--- src/rtl/uart_tx_arbiter.sv ---
// ============================================================================
// Module      : uart_tx_arbiter
// Description : Round-robin sharing of one async_transmitter among N_REQ byte
//               producers, with a busy-timeout. Optional per-requester lock
//               enabled by defining UART_TX_ARB_LOCK_EN.
// Revision    : 1.0 - initial release
// ============================================================================
`default_nettype none

module uart_tx_arbiter #(
    parameter int N_REQ    = 4,
    parameter int DATA_W   = 8,
    parameter int BUSY_TO  = 16
`ifdef UART_TX_ARB_LOCK_EN
   ,parameter int MAX_LOCK = 16
`endif
) (
    input  logic                      clk,
    input  logic                      rst,
    input  logic [N_REQ-1:0]          req,
    input  logic [N_REQ*DATA_W-1:0]   req_data,
`ifdef UART_TX_ARB_LOCK_EN
    input  logic [N_REQ-1:0]          lock,
`endif
    output logic [N_REQ-1:0]          ack,
    output logic [N_REQ-1:0]          grant,
    output logic                      tx_start,
    output logic [DATA_W-1:0]         tx_data,
    input  logic                      tx_busy,
    output logic                      err
);

    localparam int IDX_W = $clog2(N_REQ);
    localparam int CNT_W = $clog2(BUSY_TO + 1);

    localparam logic [1:0] S_IDLE      = 2'd0;
    localparam logic [1:0] S_START     = 2'd1;
    localparam logic [1:0] S_WAIT_BUSY = 2'd2;
    localparam logic [1:0] S_WAIT_DONE = 2'd3;

    logic [1:0]        state;
    logic [IDX_W-1:0]  ptr;
    logic [IDX_W-1:0]  gidx;
    logic [CNT_W-1:0]  to_cnt;

    logic              rr_found;
    logic [IDX_W-1:0]  rr_idx;
    logic [IDX_W:0]    rr_sum;
    logic [IDX_W-1:0]  win_idx;
    logic [IDX_W-1:0]  ptr_next;
    logic [DATA_W-1:0] sel_data;

    // First requester at or after ptr, wrapping modulo N_REQ
    always_comb begin
        rr_found = 1'b0;
        rr_idx   = '0;
        rr_sum   = '0;
        for (int k = 0; k < N_REQ; k++) begin
            rr_sum = {1'b0, ptr} + (IDX_W+1)'(k);
            if (rr_sum >= (IDX_W+1)'(N_REQ))
                rr_sum = rr_sum - (IDX_W+1)'(N_REQ);
            if (!rr_found && req[rr_sum[IDX_W-1:0]]) begin
                rr_found = 1'b1;
                rr_idx   = rr_sum[IDX_W-1:0];
            end
        end
    end

`ifdef UART_TX_ARB_LOCK_EN
    localparam int LOCK_W = $clog2(MAX_LOCK + 1);

    logic              lock_pend;
    logic [LOCK_W-1:0] lock_cnt;
    logic              lock_hit;

    // Locked owner keeps priority until it has sent MAX_LOCK consecutive bytes
    assign lock_hit = lock_pend && req[gidx] && (lock_cnt < LOCK_W'(MAX_LOCK));
    assign win_idx  = lock_hit ? gidx : rr_idx;
`else
    assign win_idx  = rr_idx;
`endif

    assign ptr_next = (win_idx == IDX_W'(N_REQ - 1)) ? '0 : win_idx + 1'b1;

    always_comb begin
        sel_data = '0;
        for (int k = 0; k < N_REQ; k++) begin
            if (win_idx == IDX_W'(k))
                sel_data = req_data[k*DATA_W +: DATA_W];
        end
    end

    assign tx_start = (state == S_START);
    assign ack      = tx_start ? grant : '0;

    always_ff @(posedge clk or negedge rst) begin
        if (!rst) begin
            state     <= S_IDLE;
            ptr       <= '0;
            gidx      <= '0;
            to_cnt    <= '0;
            grant     <= '0;
            tx_data   <= '0;
            err       <= 1'b0;
`ifdef UART_TX_ARB_LOCK_EN
            lock_pend <= 1'b0;
            lock_cnt  <= '0;
`endif
        end else begin
            err <= 1'b0;
            case (state)
                S_IDLE: begin
                    if (rr_found && !tx_busy) begin
                        state   <= S_START;
                        grant   <= N_REQ'(1) << win_idx;
                        gidx    <= win_idx;
                        tx_data <= sel_data;
`ifdef UART_TX_ARB_LOCK_EN
                        lock_pend <= 1'b0;
                        if (lock_hit) begin
                            lock_cnt <= lock_cnt + 1'b1;
                        end else begin
                            lock_cnt <= LOCK_W'(1);
                            ptr      <= ptr_next;
                        end
`else
                        ptr     <= ptr_next;
`endif
                    end
                end
                S_START: begin
                    state  <= S_WAIT_BUSY;
                    to_cnt <= '0;
                end
                S_WAIT_BUSY: begin
                    if (tx_busy) begin
                        state <= S_WAIT_DONE;
                    end else if (to_cnt == CNT_W'(BUSY_TO - 1)) begin
                        // Byte is dropped; ptr already moved past this requester
                        err   <= 1'b1;
                        grant <= '0;
                        state <= S_IDLE;
                    end else begin
                        to_cnt <= to_cnt + 1'b1;
                    end
                end
                S_WAIT_DONE: begin
                    if (!tx_busy) begin
                        grant <= '0;
                        state <= S_IDLE;
`ifdef UART_TX_ARB_LOCK_EN
                        lock_pend <= lock[gidx];
`endif
                    end
                end
                default: begin
                    state <= S_IDLE;
                    grant <= '0;
                end
            endcase
        end
    end

endmodule

`default_nettype wire

--- config.mk ---
export PLATFORM = sky130hd
export DESIGN_NAME = uart_tx_arbiter
export DESIGN_NICKNAME = d
export VERILOG_FILES = /design/src/rtl/uart_tx_arbiter.sv
export SDC_FILE = /design/constraint.sdc
export NUM_CORES = 1
export LEC_CHECK = 0
export BUFFER_PORTS_ARGS = -buffer_cell sky130_fd_sc_hd__buf_2
export CAP_MARGIN = 20
export CORE_MARGIN = 5
export CORE_UTILIZATION = 52
export DETAILED_ROUTE_END_ITERATION = 10
export PLACE_DENSITY = 0.9
export RECOVER_POWER = 50
export SETUP_SLACK_MARGIN = 0.15
export SYNTH_ARGS = -nofsm -noshare
export SYNTH_HDL_FRONTEND = slang
export SYNTH_SLANG_ARGS = --single-unit
--- constraint.sdc ---
create_clock -name clk -period 5.4 [get_ports clk]
set_input_delay 0.54 -clock clk [delete_from_list [all_inputs] [get_ports clk]]
set_output_delay 0.54 -clock clk [all_outputs]
set_load 0.02 [all_outputs]
After elaboration in Yosys (flattened, before gate mapping)
Cells that the tools add are included.

Register bits: 22. Input port bits: 39. Logic and storage cells: 95.

$add $sub $neg: 9. Order comparisons: 8. Eq/ne operators: 13. Shifts and indexed selects: 1. Multiplexer cells: 42. Reduce and logical (&&, ||, !) cells: 16.

Operators by type and width (number): $mux 8 (4); $mux 2 (13); $mux 4 (5); $lt 2x3->1 const B (4); $pmux 4 s3 (1); $mux 1 (11); $mux 5 (2); $ne 2x2->1 const B (5); $pmux 5 s2 (1); $ge 3x3->1 const B (3); $bmux 1 s2 (4); $eq 2x2->1 const B (4); $pmux 2 s4 (1); $sub 2x1->2 const B (4); $add 2x2->3 const B (2); $reduce_and 3->1 (2); $add 5x1->5 const B (1); $eq 5x4->1 const B (1); $reduce_and 5->1 (1); $eq 2x1->1 const B (2); $logic_and 1x1->1 (4); $logic_not 1->1 (4); $logic_not 2->1 (2); $shl 1x2->4 const A (1); other kinds (7) (7).

Logic depth before layout (Yosys ltp)
Gate-level depths: netlist (run 1).

Word-level depth: 19. Depth in mapped cells: 11. Depth with buffers taken out: 9.

Worst setup path after synthesis (run 1)
OpenSTA, ideal clock, no wires.

Path kind: input to register. From: input req[3]. To: register tx_data[6]. Setup time: 0.124 ns. Data arrival time: 2.158 ns. Required time: 5.276 ns. Path slack: 3.118 ns. Stages: 11. Path buffers: 2. Cell sequence: nand2b_1 -> a21boi_0 -> o221ai_1 -> or2_2 -> ha_1 -> clkbuf_1 -> buf_2 -> a21oi_1 -> o21ai_0 -> a22oi_1 -> a21oi_1.

Cells in the longest elaborated chain, start to end: 17. Elaborated cells on any way between the ends: 32. Classes of those cells: eq/ne (3); mux (20); reduce/logical (9).

RTL lines: start, declared (RTL line 20) `input logic [N_REQ-1:0] req,`; $bmux 1 s2 (RTL line 62) `if (!rr_found && req[rr_sum[IDX_W-1:0]]) begin`; $mux 1 (implied by the code) (RTL line 62); $mux 1 (RTL line 62); $logic_not 1->1 (RTL line 62); $logic_and 1x1->1 (RTL line 62); $mux 1 (RTL line 62); $logic_not 1->1 (RTL line 62); $logic_and 1x1->1 (RTL line 62); $mux 1 (RTL line 62); $logic_not 1->1 (RTL line 62); $logic_and 1x1->1 (RTL line 62); $mux 2 (RTL line 62); $logic_not 2->1 (RTL line 88) `if (win_idx == IDX_W'(k))`; $mux 8 (4 in series) (RTL line 88); end signal, assigned (RTL line 117) `tx_data <= sel_data;`; end, declared (RTL line 28) `output logic [DATA_W-1:0] tx_data,`.

Parallel ways exist; a longest one is shown, timed or not. The select of a mux whose other input is x is not followed. A chain may end at the register's enable or synchronous reset.

Worst setup path after layout (run 1)
From: register ptr[1]. To: register tx_data[1].

Cells in the longest elaborated chain, start to end: 19. Elaborated cells on any way between the ends: 47. Classes of those cells: add/sub (7); order compare (4); eq/ne (3); mux (24); reduce/logical (9).

RTL lines: start, declared (RTL line 42) `logic [IDX_W-1:0] ptr;`; start signal, assigned (RTL line 127) `ptr <= ptr_next;`; parallel branches: the longest is 19 deep, another holds $add 2x1->3.

Parallel ways; which one is timed is not known. The select of a mux whose other input is x is not followed.

==> results by group, run 1 <==
Die
  – Die span in x: 63.2 µm
  – Initial core utilization: 0.537
  – Boundary Pins: 57
  – Num rows: 19
  – Core footprint: 2730 µm²
  – Die extent in y: 63.2 µm
  – Die ar.: 3990 µm²

Global routing
  – Antenna violations before repair: 0
  – GRT overflow: 0
  – Number of global-route vias before repair: 1455
  – Total track usage: 0.187
  – Largest net degree at the start of global routing: 23
  – First-pass GRT wire length: 6120 µm

Synthesis
  – Share of the synthesized area in the top cell type: 0.375
  – Sequential fraction of the synthesis area: 0.375
  – Asr flop ratio synth: 1.00
  – Synth Area in Simple Gates: 0.153
  – Largest family of logic cells by synthesized area: compound AO/OA/AOI/OAI gates
  – Post-Syn Nets: 212
  – Post-synth top area cell: dfrtp_1
  – Synth unique cells: 40
  – Post-Synth XOR/XNOR Area: 0.0179
  – Post-synth EDFFs: 0
  – Mux contribution to synthesized area: 0.0451
  – Avg Inst Size Synth: 9.01 µm²
  – Ys Warns: 0
  – Adder-cell share of the synthesized area: 0.0852
  – Seq cells post-synth: 22
  – Top FF cell, synth: dfrtp_1
  – Post-Synthesis Cells: 163
  – Top cells by area in the synthesized netlist: dfrtp_1 37%, ha_1 8.5%, a221oi_1 5.4%
  – Synth Cell Area: 1470 µm²
  – Post-synthesis compound-gate area fraction: 0.246

Power and ir drop
  – Leakage: 0.000884 µW
  – P per Cell Area: 534 nW/µm²
  – Peak VDD IR: 0.355 mV

STA
  – Achievable frequency: 368 MHz
  – Final setup viols: 0
  – RSZ-0062 raised after global routing: false
  – Final worst path period need: 2.71 ns
  – Setup ws final: 2.69 ns
  – Max-slew violations: 0
  – Clock Skew: 0.00614 ns
  – Slew @ Worst Pin: 1.17 ns
  – Crit share post-route: 0.503
  – TNS Setup: 0 ns
  – Slew margin rel.: 0.221
  – Final Hold Viols: 0

Route
  – Routed WL per cell: 14.5 µm
  – Drt drc: 0
  – WL met2: 1620 µm
  – Routed Antenna Nets: 0
  – Top sig layer: met4
  – DRT met1 WL: 1540 µm
  – Drt pass-1 iters: 4
  – WL met3: 322 µm
  – Number of DRC markers in iteration 0: 85
  – Final WL: 3560 µm
  – Drt via density: 5.65
  – DR vias: 1390

Cells and area
  – Fin area: 1770 µm²
  – Final cell count without fillers: 246
  – Fin nets: 265
  – Ant diodes: 0
  – Layout area overhead: 20.4%
  – Layout cells sized above 1: 0.265

CTS
  – Post-CTS Setup Bufs: 0
  – Maximum clock insertion buffer count: 2
  – Cts bufs inserted: 3
  – Clock Sinks: 22
  – Worst-path clk slew: 0.14 ns
  – Clock root cell: clkbuf_4
  – Clock Latency Late Sink: 0.31 ns
  – # resized after CTS: 0
  – CTS tree: built
  – H-tree Lvls: 1
  – CTS Hold Bufs: 0

Worst setup path
  – Reg2reg end: tx_data[1]$_DFFE_PN0P_
  – Startpoint types: register
  – Req. time, crit path: 5.64 ns
  – R2R cell count: 9
  – CP arrival: 2.96 ns
  – Origin of the critical flop-to-flop path: ptr[1]$_DFFE_PN0P_
  – Worst-path maximum fanout: 11
  – R2r setup slk: 2.69 ns
  – Critical Path Sink Type: register
  – CP Class: reg2reg

Place
  – Port-buffer cells: 56
  – Routability cong.: 0.751
  – Post-place setup slack: 2.52 ns
  – Final HPWL DP: 2790 µm
  – Cell Area, Placed: 1750 µm²
  – Placed cell count: 242

Hold path
  – Worst Hold Class: in2async

Status
  – Status: finished clean

Run
  – Max-Cap Viols: 0
[cell type report]
type	count	area [µm²]
clock buffers	4	36.3
fillers	238	965
inverters	19	71.3
multi-input cells	114	805
flip-flops and latches	22	551
well taps	31	38.8
repair buffers	56	268
[cells in the mapped netlist (2+ instances only)]
| cell type | number |
|---|---|
| dfrtp_1 | 22 |
| inv_1 | 19 |
| nor2_1 | 19 |
| nand2_1 | 18 |
| ha_1 | 10 |
| a221oi_1 | 9 |
| a211o_1 | 7 |
| a31oi_1 | 7 |
| a21oi_1 | 5 |
| clkbuf_1 | 5 |
| o21ai_0 | 5 |
| a22o_1 | 4 |
| mux2i_1 | 4 |
| o21ai_1 | 2 |
| xnor2_1 | 2 |
[state kept, by name, summed over array words and instances (netlist names)]
signal / count
tx_data: 8
to_cnt: 5
grant: 4
ptr: 2
state: 2
err: 1
[per-layer routing]
layer | vias up | GRT usage
met2 | 73 | 0.306
met3 | 10 | 0.0355
met4 | 0 | 0.0743
met1 | 625 | 0.239
li1 | 682 | -
met5 | - | 0
[worst max path at each step]
stage | from | endpoint | slack (ns) | cells past startpoint
2_1_floorplan | req[3] | tx_data[6]$_DFFE_PN0P_ | 3.12 | 11
3_5_place_dp | req[3] | tx_data[1]$_DFFE_PN0P_ | 2.52 | 10
4_1_cts | ptr[1]$_DFFE_PN0P_ | tx_data[1]$_DFFE_PN0P_ | 2.71 | 9
3_3_place_gp | req[3] | tx_data[4]$_DFFE_PN0P_ | 2.72 | 10
5_1_grt | ptr[1]$_DFFE_PN0P_ | tx_data[5]$_DFFE_PN0P_ | 2.54 | 9
6_report | ptr[1]$_DFFE_PN0P_ | tx_data[1]$_DFFE_PN0P_ | 2.69 | 9
[cells by family after synthesis]
kind of cell,count (synthesis)
AND/OR/NAND/NOR,46
AO/OA/AOI/OAI,49
buffers and inverters,27
flip-flops,22
adder cells (fa/ha/maj),10
multiplexers,6
XOR/XNOR,3
[worst max-delay path, cell delays in order, from the launching register on]
cell,delay [ns]
dfrtp_1,0.44
nor2b_1,0.17
a21o_1,0.18
a221oi_1,0.39
inv_1,0.14
ha_1,0.34
and2b_1,0.39
a221oi_1,0.12
a211o_1,0.30
a31oi_1,0.17
[placed cells by master (no fill, tap or decap), types with 5 or more instances in the layout]
cell type,instances
ha_1,10
a211o_1,7
nor2_1,19
buf_2,46
o21ai_0,5
clkbuf_1,10
a31oi_1,7
nand2_1,18
a221oi_1,9
inv_1,19
dfrtp_1,22
a21oi_1,5
[through the flow]
| stage | utilization | hold WS, ns | total power [µW] |
|---|---|---|---|
| CTS | 0.652 | 0.198 | 955 |
| global placement | 0.638 | 0.499 | 841 |
| global route | 0.647 | 0.477 | 1030 |
| finish | 0.647 | 0.421 | 946 |
| floorplan | - | 0.244 | 714 |
| detailed placement | 0.638 | 0.525 | 862 |
[power by group]
| part | internal, µW | switching (µW) |
|---|---|---|
| registers | 230 | 50.8 |
| logic | 229 | 340 |
| clock network | 41.2 | 54.5 |
Power figures use the tool's default switching activity.
==> run 2: changes to the inputs <==
--- a/config.mk
+++ b/config.mk
@@ -8,9 +8,9 @@
 export BUFFER_PORTS_ARGS = -buffer_cell sky130_fd_sc_hd__buf_2
 export CAP_MARGIN = 20
 export CORE_MARGIN = 5
-export CORE_UTILIZATION = 52
+export CORE_UTILIZATION = 48
 export DETAILED_ROUTE_END_ITERATION = 10
-export PLACE_DENSITY = 0.9
+export PLACE_DENSITY = 0.85
 export RECOVER_POWER = 50
 export SETUP_SLACK_MARGIN = 0.15
 export SYNTH_ARGS = -nofsm -noshare
==> constraint.sdc (replaced) <==
create_clock -name clk -period 2.8 [get_ports clk]
set_input_delay 0.28 -clock clk [delete_from_list [all_inputs] [get_ports clk]]
set_output_delay 0.28 -clock clk [all_outputs]
set_load 0.02 [all_outputs]
==> run 2 against run 1 <==
Compared with the run above: global-route usage shrank 1.3 points; final area grew 2.8%; flip-flop and latch count is the same; count of clock-buffer cells in the layout shrank 1; core utilization shrank 4.1 points; maximum frequency grew 15%; critical path type unchanged; critical endpoint is now tx_data[7]$_DFFE_PN0P_.
==> results by group, run 2 (synthesis gave the netlist of run 1 again) <==
STA
  – Max-slew violations: 0 (unchanged)
  – TNS Setup: 0 ns (unchanged)
  – Final worst path period need: 2.36 ns (was 2.71 ns)
  – Final hold slack: 0.205 ns (was 0.421 ns)
  – Final setup viols: 0 (unchanged)
  – Final Hold Viols: 0 (unchanged)
  – Achievable frequency: 423 MHz (was 368 MHz)
  – Clock Skew: 0.00822 ns (was 0.00614 ns)
  – Slew margin rel.: 0.163 (was 0.221)
  – RSZ-0062 raised after global routing: false (unchanged)
  – Crit share post-route: 0.844 (was 0.503)
  – Slew @ Worst Pin: 1.26 ns (was 1.17 ns)

Cells and area
  – Max reg flops: 8 (unchanged)
  – Final cell count without fillers: 251 (was 246)
  – Core Util, Final: 0.606 (was 0.647)
  – Most common cell after layout, fill and taps aside: buf_2 (unchanged)
  – Fin nets: 268 (was 265)
  – Layout area overhead: 23.8% (was 20.4%)
  – Commonest non-fill, non-tap cells in the layout: 46 x buf_2, 22 x dfrtp_1, 19 x inv_1, 19 x nor2_1, 18 x nand2_1 (unchanged)
  – Layout cells sized above 1: 0.275 (was 0.265)
  – Largest register by flop count: tx_data (unchanged)
  – Ant diodes: 0 (unchanged)
  – Largest regs: tx_data x8, to_cnt x5, grant x4 (unchanged)

Die
  – Num rows: 20 (was 19)
  – Die span in x: 65.3 µm (was 63.2 µm)
  – Initial core utilization: 0.489 (was 0.537)
  – Die ar.: 4270 µm² (was 3990 µm²)
  – Core footprint: 3000 µm² (was 2730 µm²)
  – Die extent in y: 65.3 µm (was 63.2 µm)
  – Boundary Pins: 57 (unchanged)

Worst setup path
  – Critical Path Sink Type: register (unchanged)
  – R2R cell count: 9 (unchanged)
  – Req. time, crit path: 3.01 ns (was 5.64 ns)
  – Worst-path maximum fanout: 7 (was 11)
  – Startpoint types: register (unchanged)
  – CP Class: reg2reg (unchanged)
  – Reg2reg end: tx_data[7]$_DFFE_PN0P_ (was tx_data[1]$_DFFE_PN0P_)
  – Critical-path top delay cell: dfrtp_1 (unchanged)
  – Slowest stage delay, CP: 0.44 ns (about the same)
  – R2r setup slk: 0.44 ns (was 2.69 ns)
  – Cells along the critical path: nand2b_1, a21boi_0, o221ai_1, or2_2, ha_1, and2b_1, a221oi_1, a211o_1, a31oi_1 (was nor2b_1, a21o_1, a221oi_1, inv_1, ha_1, and2b_1, a221oi_1, a211o_1, a31oi_1)
  – Origin of the critical flop-to-flop path: ptr[0]$_DFFE_PN0P_ (was ptr[1]$_DFFE_PN0P_)
  – CP arrival: 2.57 ns (was 2.96 ns)
  – Critical path launch point: ptr[0]$_DFFE_PN0P_ (was ptr[1]$_DFFE_PN0P_)
  – Setup crit end: tx_data[7]$_DFFE_PN0P_ (was tx_data[1]$_DFFE_PN0P_)

Global routing
  – Antenna violations before repair: 0 (unchanged)
  – Largest net degree at the start of global routing: 23 (unchanged)
  – GRT overflow: 0 (unchanged)
  – Met3 usage: 0.0376 (was 0.0355)
  – GR Util met1: 0.227 (was 0.239)
  – Busiest grt layer: met2 (unchanged)
  – Met2 Use GR: 0.287 (was 0.306)
  – First-pass GRT wire length: 5840 µm (was 6120 µm)
  – Number of global-route vias before repair: 1291 (was 1455)
  – Total track usage: 0.174 (was 0.187)

Power and ir drop
  – P per Cell Area: 1050 nW/µm² (was 534 nW/µm²)
  – Leakage: 0.000906 µW (was 0.000884 µW)
  – Peak VDD IR: 0.482 mV (was 0.355 mV)

Route
  – Final WL: 3590 µm (was 3560 µm)
  – Number of DRC markers in iteration 0: 72 (was 85)
  – Routed WL per cell: 14.3 µm (was 14.5 µm)
  – DR vias: 1378 (was 1390)
  – Drt via density: 5.49 (was 5.65)
  – Drt pass-1 iters: 4 (unchanged)
  – Drt drc: 0 (unchanged)
  – Routed Antenna Nets: 0 (unchanged)

Place
  – Port-buffer cells: 56 (unchanged)
  – Final HPWL DP: 2790 µm (about the same)
  – Placed cell count: 246 (was 242)
  – Routability cong.: 0.740 (was 0.751)

CTS
  – H-tree Lvls: 1 (unchanged)
  – Maximum clock insertion buffer count: 2 (unchanged)
  – Worst-path clk slew: 0.13 ns (was 0.14 ns)
  – Clock root cell: clkbuf_4 (unchanged)
  – Cts bufs inserted: 3 (unchanged)
  – Clock Latency Late Sink: 0.31 ns (about the same)
  – Clock Sinks: 22 (unchanged)
  – CTS tree: built (unchanged)

Status
  – Status: finished clean (unchanged)

Run
  – Max-Cap Viols: 0 (unchanged)

Hold path
  – Worst Hold Class: in2reg (was in2async)
-- run 2: changes by cell type in the layout (fill, tap and decap cells not counted), sizes merged --
cell	previous run	this run
bufinv	0	1
buf	46	48
clkbuf	14	13
dlygate4sd3	0	1
-- run 2: repair_timing --
item                                   4_1_cts  5_1_grt
setup endpoints to repair                    0        1
hold buffers                                 1        0
buffers inserted                             0        0
resized for setup                            0        1
endpoints found under the hold margin       22        0
-- run 2: final cells by class --
type                       count  area [µm²]
fill                         283        1180
multi-input combinational    114         811
sequential                    22         551
timing repair buffer          59         293
inverter                      19        71.3
tap                           33        41.3
clock inverter                 1        30.0
clock buffer                   3        22.5
-- run 2: report_power, final --
part | switching (µW) | internal (µW)
clock network | 103 | 145
logic | 665 | 458
registers | 91.7 | 443
total | 860 | 1050
-- run 2: worst min-delay path by stage --
stage / from / to / slack [ns] / cells past startpoint
after CTS: req_data[27] / tx_data[3]$_DFFE_PN0P_ / 0.19 / 3
after global placement: rst / state[0]$_DFFE_PN0P_ / 0.27 / 1
after detailed placement: rst / err$_DFF_PN0_ / 0.28 / 1
final: req_data[27] / tx_data[3]$_DFFE_PN0P_ / 0.21 / 3
after global routing: req_data[31] / tx_data[7]$_DFFE_PN0P_ / 0.19 / 3
after floorplan: rst / err$_DFF_PN0_ / -0.02 / 0
-- run 2: through the flow --
step                      worst slack (ns)  power [µW]  area, µm²
after floorplan                      0.605        1380       1470
after global placement               0.451        1650       1760
after detailed placement             0.357        1670       1760
after CTS                            0.333        1930       1830
after global routing                 0.242        2070       1820
final                                0.437        1910       1820
-- run 2: worst max-delay path, delay by kind of cell (launching register included) --
kind,cells,cell delay (ns)
AO/OA/AOI/OAI,5,0.89
flip-flops,1,0.44
adder cells (fa/ha/maj),1,0.24
AND/OR/NAND/NOR,3,0.69
-- run 2: routing by layer --
metal  part of all wire  up-vias
met2               0.46       49
li1                   -      685
met5                  0        -
met4              0.011        0
met1               0.45      640
met3              0.075        4
==> run 3: changes to the inputs <==
--- a/config.mk
+++ b/config.mk
@@ -8,9 +8,9 @@
 export BUFFER_PORTS_ARGS = -buffer_cell sky130_fd_sc_hd__buf_2
 export CAP_MARGIN = 20
 export CORE_MARGIN = 5
-export CORE_UTILIZATION = 48
+export CORE_UTILIZATION = 44
 export DETAILED_ROUTE_END_ITERATION = 10
-export PLACE_DENSITY = 0.85
+export PLACE_DENSITY = 0.82
 export RECOVER_POWER = 50
 export SETUP_SLACK_MARGIN = 0.15
 export SYNTH_ARGS = -nofsm -noshare
==> constraint.sdc (replaced) <==
create_clock -name clk -period 2 [get_ports clk]
set_input_delay 0.2 -clock clk [delete_from_list [all_inputs] [get_ports clk]]
set_output_delay 0.2 -clock clk [all_outputs]
set_load 0.02 [all_outputs]
==> run 3 against run 2 <==
Compared with the run above: the run now ends with negative setup slack left; final cell count is 14% higher; via count is 8.2% higher; final area increased by 19%; total power is 63% higher; die area is 7.7% higher; sequential share of layout area shrank 4.8 points; maximum frequency up 12%; non-clock buffer count rose by 22; wire length rose by 9.9%; register-to-register slack lost 0.54 ns; core utilization rose by 5.4 points; hold slack worse by 0.087 ns; critical endpoint is now tx_data[1]$_DFFE_PN0P_; highest routed layer unchanged.
==> results by group, run 3 (synthesis gave the netlist of run 1 again) <==
Cells and area
  – Commonest non-fill, non-tap cells in the layout: 50 x buf_2, 21 x dfrtp_1, 19 x buf_4, 18 x inv_1 (was 46 x buf_2, 22 x dfrtp_1, 19 x inv_1, 19 x nor2_1, 18 x nand2_1)
  – Ant diodes: 0 (unchanged)
  – Fin nets: 290 (was 268)
  – Seq. cell area: 552 µm² (was 551 µm²)
  – # fillers: 267 (was 283)
  – Max reg flops: 8 (unchanged)
  – Largest regs: tx_data x8, to_cnt x5, grant x4 (unchanged)
  – Layout cells sized above 1: 0.458 (was 0.275)
  – Largest register by flop count: tx_data (unchanged)
  – Most common cell after layout, fill and taps aside: buf_2 (unchanged)
  – Layout area overhead: 47.5% (was 23.8%)
  – Area of the multi-input gates: 963 µm² (was 811 µm²)

Power and ir drop
  – P per Cell Area: 1430 nW/µm² (was 1050 nW/µm²)
  – Sw Ratio: 0.444 (was 0.451)
  – Combinational share of power: 0.680 (was 0.589)
  – Psw: 1380 µW (was 860 µW)
  – Peak VDD IR: 0.591 mV (was 0.482 mV)
  – Total Power: 3110 µW (was 1910 µW)
  – Internal Pwr Total: 1730 µW (was 1050 µW)
  – Sequential share of power: 0.239 (was 0.281)
  – Clock share of power: 0.082 (was 0.130)
  – Leakage: 0.00107 µW (was 0.000906 µW)

Die
  – Die extent in y: 67.8 µm (was 65.3 µm)
  – Die span in x: 67.8 µm (was 65.3 µm)
  – Num rows: 21 (was 20)
  – Die ar.: 4590 µm² (was 4270 µm²)
  – Core footprint: 3280 µm² (was 3000 µm²)
  – Boundary Pins: 57 (unchanged)
  – Initial core utilization: 0.447 (was 0.489)

Global routing
  – Met2 Use GR: 0.278 (was 0.287)
  – First-pass GRT wire length: 5800 µm (was 5840 µm)
  – GR Util met1: 0.207 (was 0.227)
  – Total track usage: 0.165 (was 0.174)
  – Met3 usage: 0.0216 (was 0.0376)
  – Largest net degree at the start of global routing: 23 (unchanged)
  – GRT overflow: 0 (unchanged)
  – Busiest grt layer: met2 (unchanged)
  – Antenna violations before repair: 0 (unchanged)
  – Number of global-route vias before repair: 1359 (was 1291)

Hold path
  – Hold path cells: 3 (unchanged)
  – Worst Hold Class: in2reg (unchanged)
  – Hold_sp: req_data[28] (was req_data[27])
  – Worst Hold End: tx_data[4]$_DFFE_PN0P_ (was tx_data[3]$_DFFE_PN0P_)

STA
  – Setup ws final: -0.103 ns (was 0.437 ns)
  – Final worst path period need: 2.10 ns (was 2.36 ns)
  – Slew @ Worst Pin: 1.18 ns (was 1.26 ns)
  – Final hold slack: 0.118 ns (was 0.205 ns)
  – RSZ-0062 raised after global routing: true (was false)
  – Crit share post-route: 1.05 (was 0.844)
  – Final Hold Viols: 0 (unchanged)
  – Max-slew violations: 0 (unchanged)
  – Final setup viols: 7 (was 0)
  – Achievable frequency: 475 MHz (was 423 MHz)
  – Slew margin rel.: 0.216 (was 0.163)
  – Clock Skew: 0.00762 ns (was 0.00822 ns)

CTS
  – CTS tree: built (unchanged)
  – Clock Latency Late Sink: 0.32 ns (was 0.31 ns)
  – Clock root cell: clkbuf_4 (unchanged)
  – Clock Sinks: 22 (unchanged)
  – H-tree Lvls: 1 (unchanged)
  – Maximum clock insertion buffer count: 2 (unchanged)
  – Cts bufs inserted: 3 (unchanged)
  – Worst-path clk slew: 0.13 ns (about the same)

Worst setup path
  – Reg2reg end: tx_data[1]$_DFFE_PN0P_ (was tx_data[7]$_DFFE_PN0P_)
  – Critical Path Sink Type: register (unchanged)
  – Startpoint types: register (unchanged)
  – CP arrival: 2.35 ns (was 2.57 ns)
  – Worst-path maximum fanout: 7 (unchanged)
  – Origin of the critical flop-to-flop path: ptr[1]$_DFFE_PN0P_ (was ptr[0]$_DFFE_PN0P_)
  – CP Class: reg2reg (unchanged)
  – Req. time, crit path: 2.25 ns (was 3.01 ns)
  – R2r setup slk: -0.10 ns (was 0.44 ns)
  – R2R cell count: 9 (unchanged)

Status
  – Failing checks: negative setup slack
  – Status: complete, but fails checks (was finished clean)

Run
  – Max-Cap Viols: 0 (unchanged)

Route
  – Final WL: 3950 µm (was 3590 µm)
  – Drt drc: 0 (unchanged)
  – DR vias: 1491 (was 1378)
  – Routed WL per cell: 13.8 µm (was 14.3 µm)
  – Drt via density: 5.21 (was 5.49)
  – Drt pass-1 iters: 4 (unchanged)
  – Number of DRC markers in iteration 0: 98 (was 72)
  – Routed Antenna Nets: 0 (unchanged)

Place
  – Final HPWL DP: 2900 µm (was 2790 µm)
  – Routability cong.: 0.842 (was 0.740)
  – Port-buffer cells: 56 (unchanged)
## run 3: area by class of cell
class | count | share of cell area
inverter | 19 | 0.0329
timing repair buffer | 81 | 0.225
tap | 46 | 0.0266
clock buffer | 4 | 0.0167
sequential | 22 | 0.255
multi-input combinational | 114 | 0.445
## run 3: worst max-delay path by stage
stage / from / end / slack (ns) / cells after the start
final: ptr[1]$_DFFE_PN0P_ / tx_data[1]$_DFFE_PN0P_ / -0.10 / 9
after global routing: ptr[0]$_DFFE_PN0P_ / tx_data[7]$_DFFE_PN0P_ / -0.22 / 9
after CTS: ptr[1]$_DFFE_PN0P_ / tx_data[5]$_DFFE_PN0P_ / -0.12 / 9
after detailed placement: ptr[1]$_DFFE_PN0P_ / tx_data[5]$_DFFE_PN0P_ / -0.14 / 9
after global placement: ptr[1]$_DFFE_PN0P_ / tx_data[0]$_DFFE_PN0P_ / -0.06 / 9
after floorplan: ptr[1]$_DFFE_PN0P_ / tx_data[0]$_DFFE_PN0P_ / -0.02 / 9
## run 3: what timing repair did
action | in CTS | in global routing
hold buffers | 1 | 0
setup buffers | 2 | 10
endpoints found under the setup margin | 10 | 14
resized for setup | 2 | 20
hold endpoints to repair | 22 | 0
pin swaps | 1 | 5
## run 3: stage by stage
stage,area [µm²],cells,util,setup TNS [ns],setup slack (ns)
floorplan,1570,163,-,-0.0549,-0.0216
global placement,1930,269,0.589,-0.343,-0.0611
detailed placement,1930,269,0.589,-0.871,-0.145
CTS,2010,276,0.611,-0.831,-0.123
global route,2170,286,0.660,-1.56,-0.219
finish,2170,286,0.660,-0.643,-0.103
## run 3: metal layers
| layer | wire length, µm | share of wire |
|---|---|---|
| met1 | 1630 | 0.41 |
| met2 | 2020 | 0.51 |
| met3 | 182 | 0.046 |
| met4 | 110 | 0.028 |
| met5 | 0 | 0 |
## run 3: worst max-delay path, cell delays in order, from the launching register on
cell	delay (ns)
dfrtp_1	0.43
nor2b_4	0.14
a21o_1	0.18
a221oi_4	0.27
inv_2	0.09
ha_4	0.17
and2b_4	0.32
a221oi_2	0.08
a211o_1	0.23
a31oi_1	0.13
## run 3: power groups by stage
stage | Sequential, µW | Clock, µW | Combinational, µW
floorplan | 885 | 0 | 1190
global placement | 749 | 0 | 1740
finish | 741 | 254 | 2110
global route | 768 | 278 | 2330
detailed placement | 755 | 0 | 1790
CTS | 739 | 255 | 1830
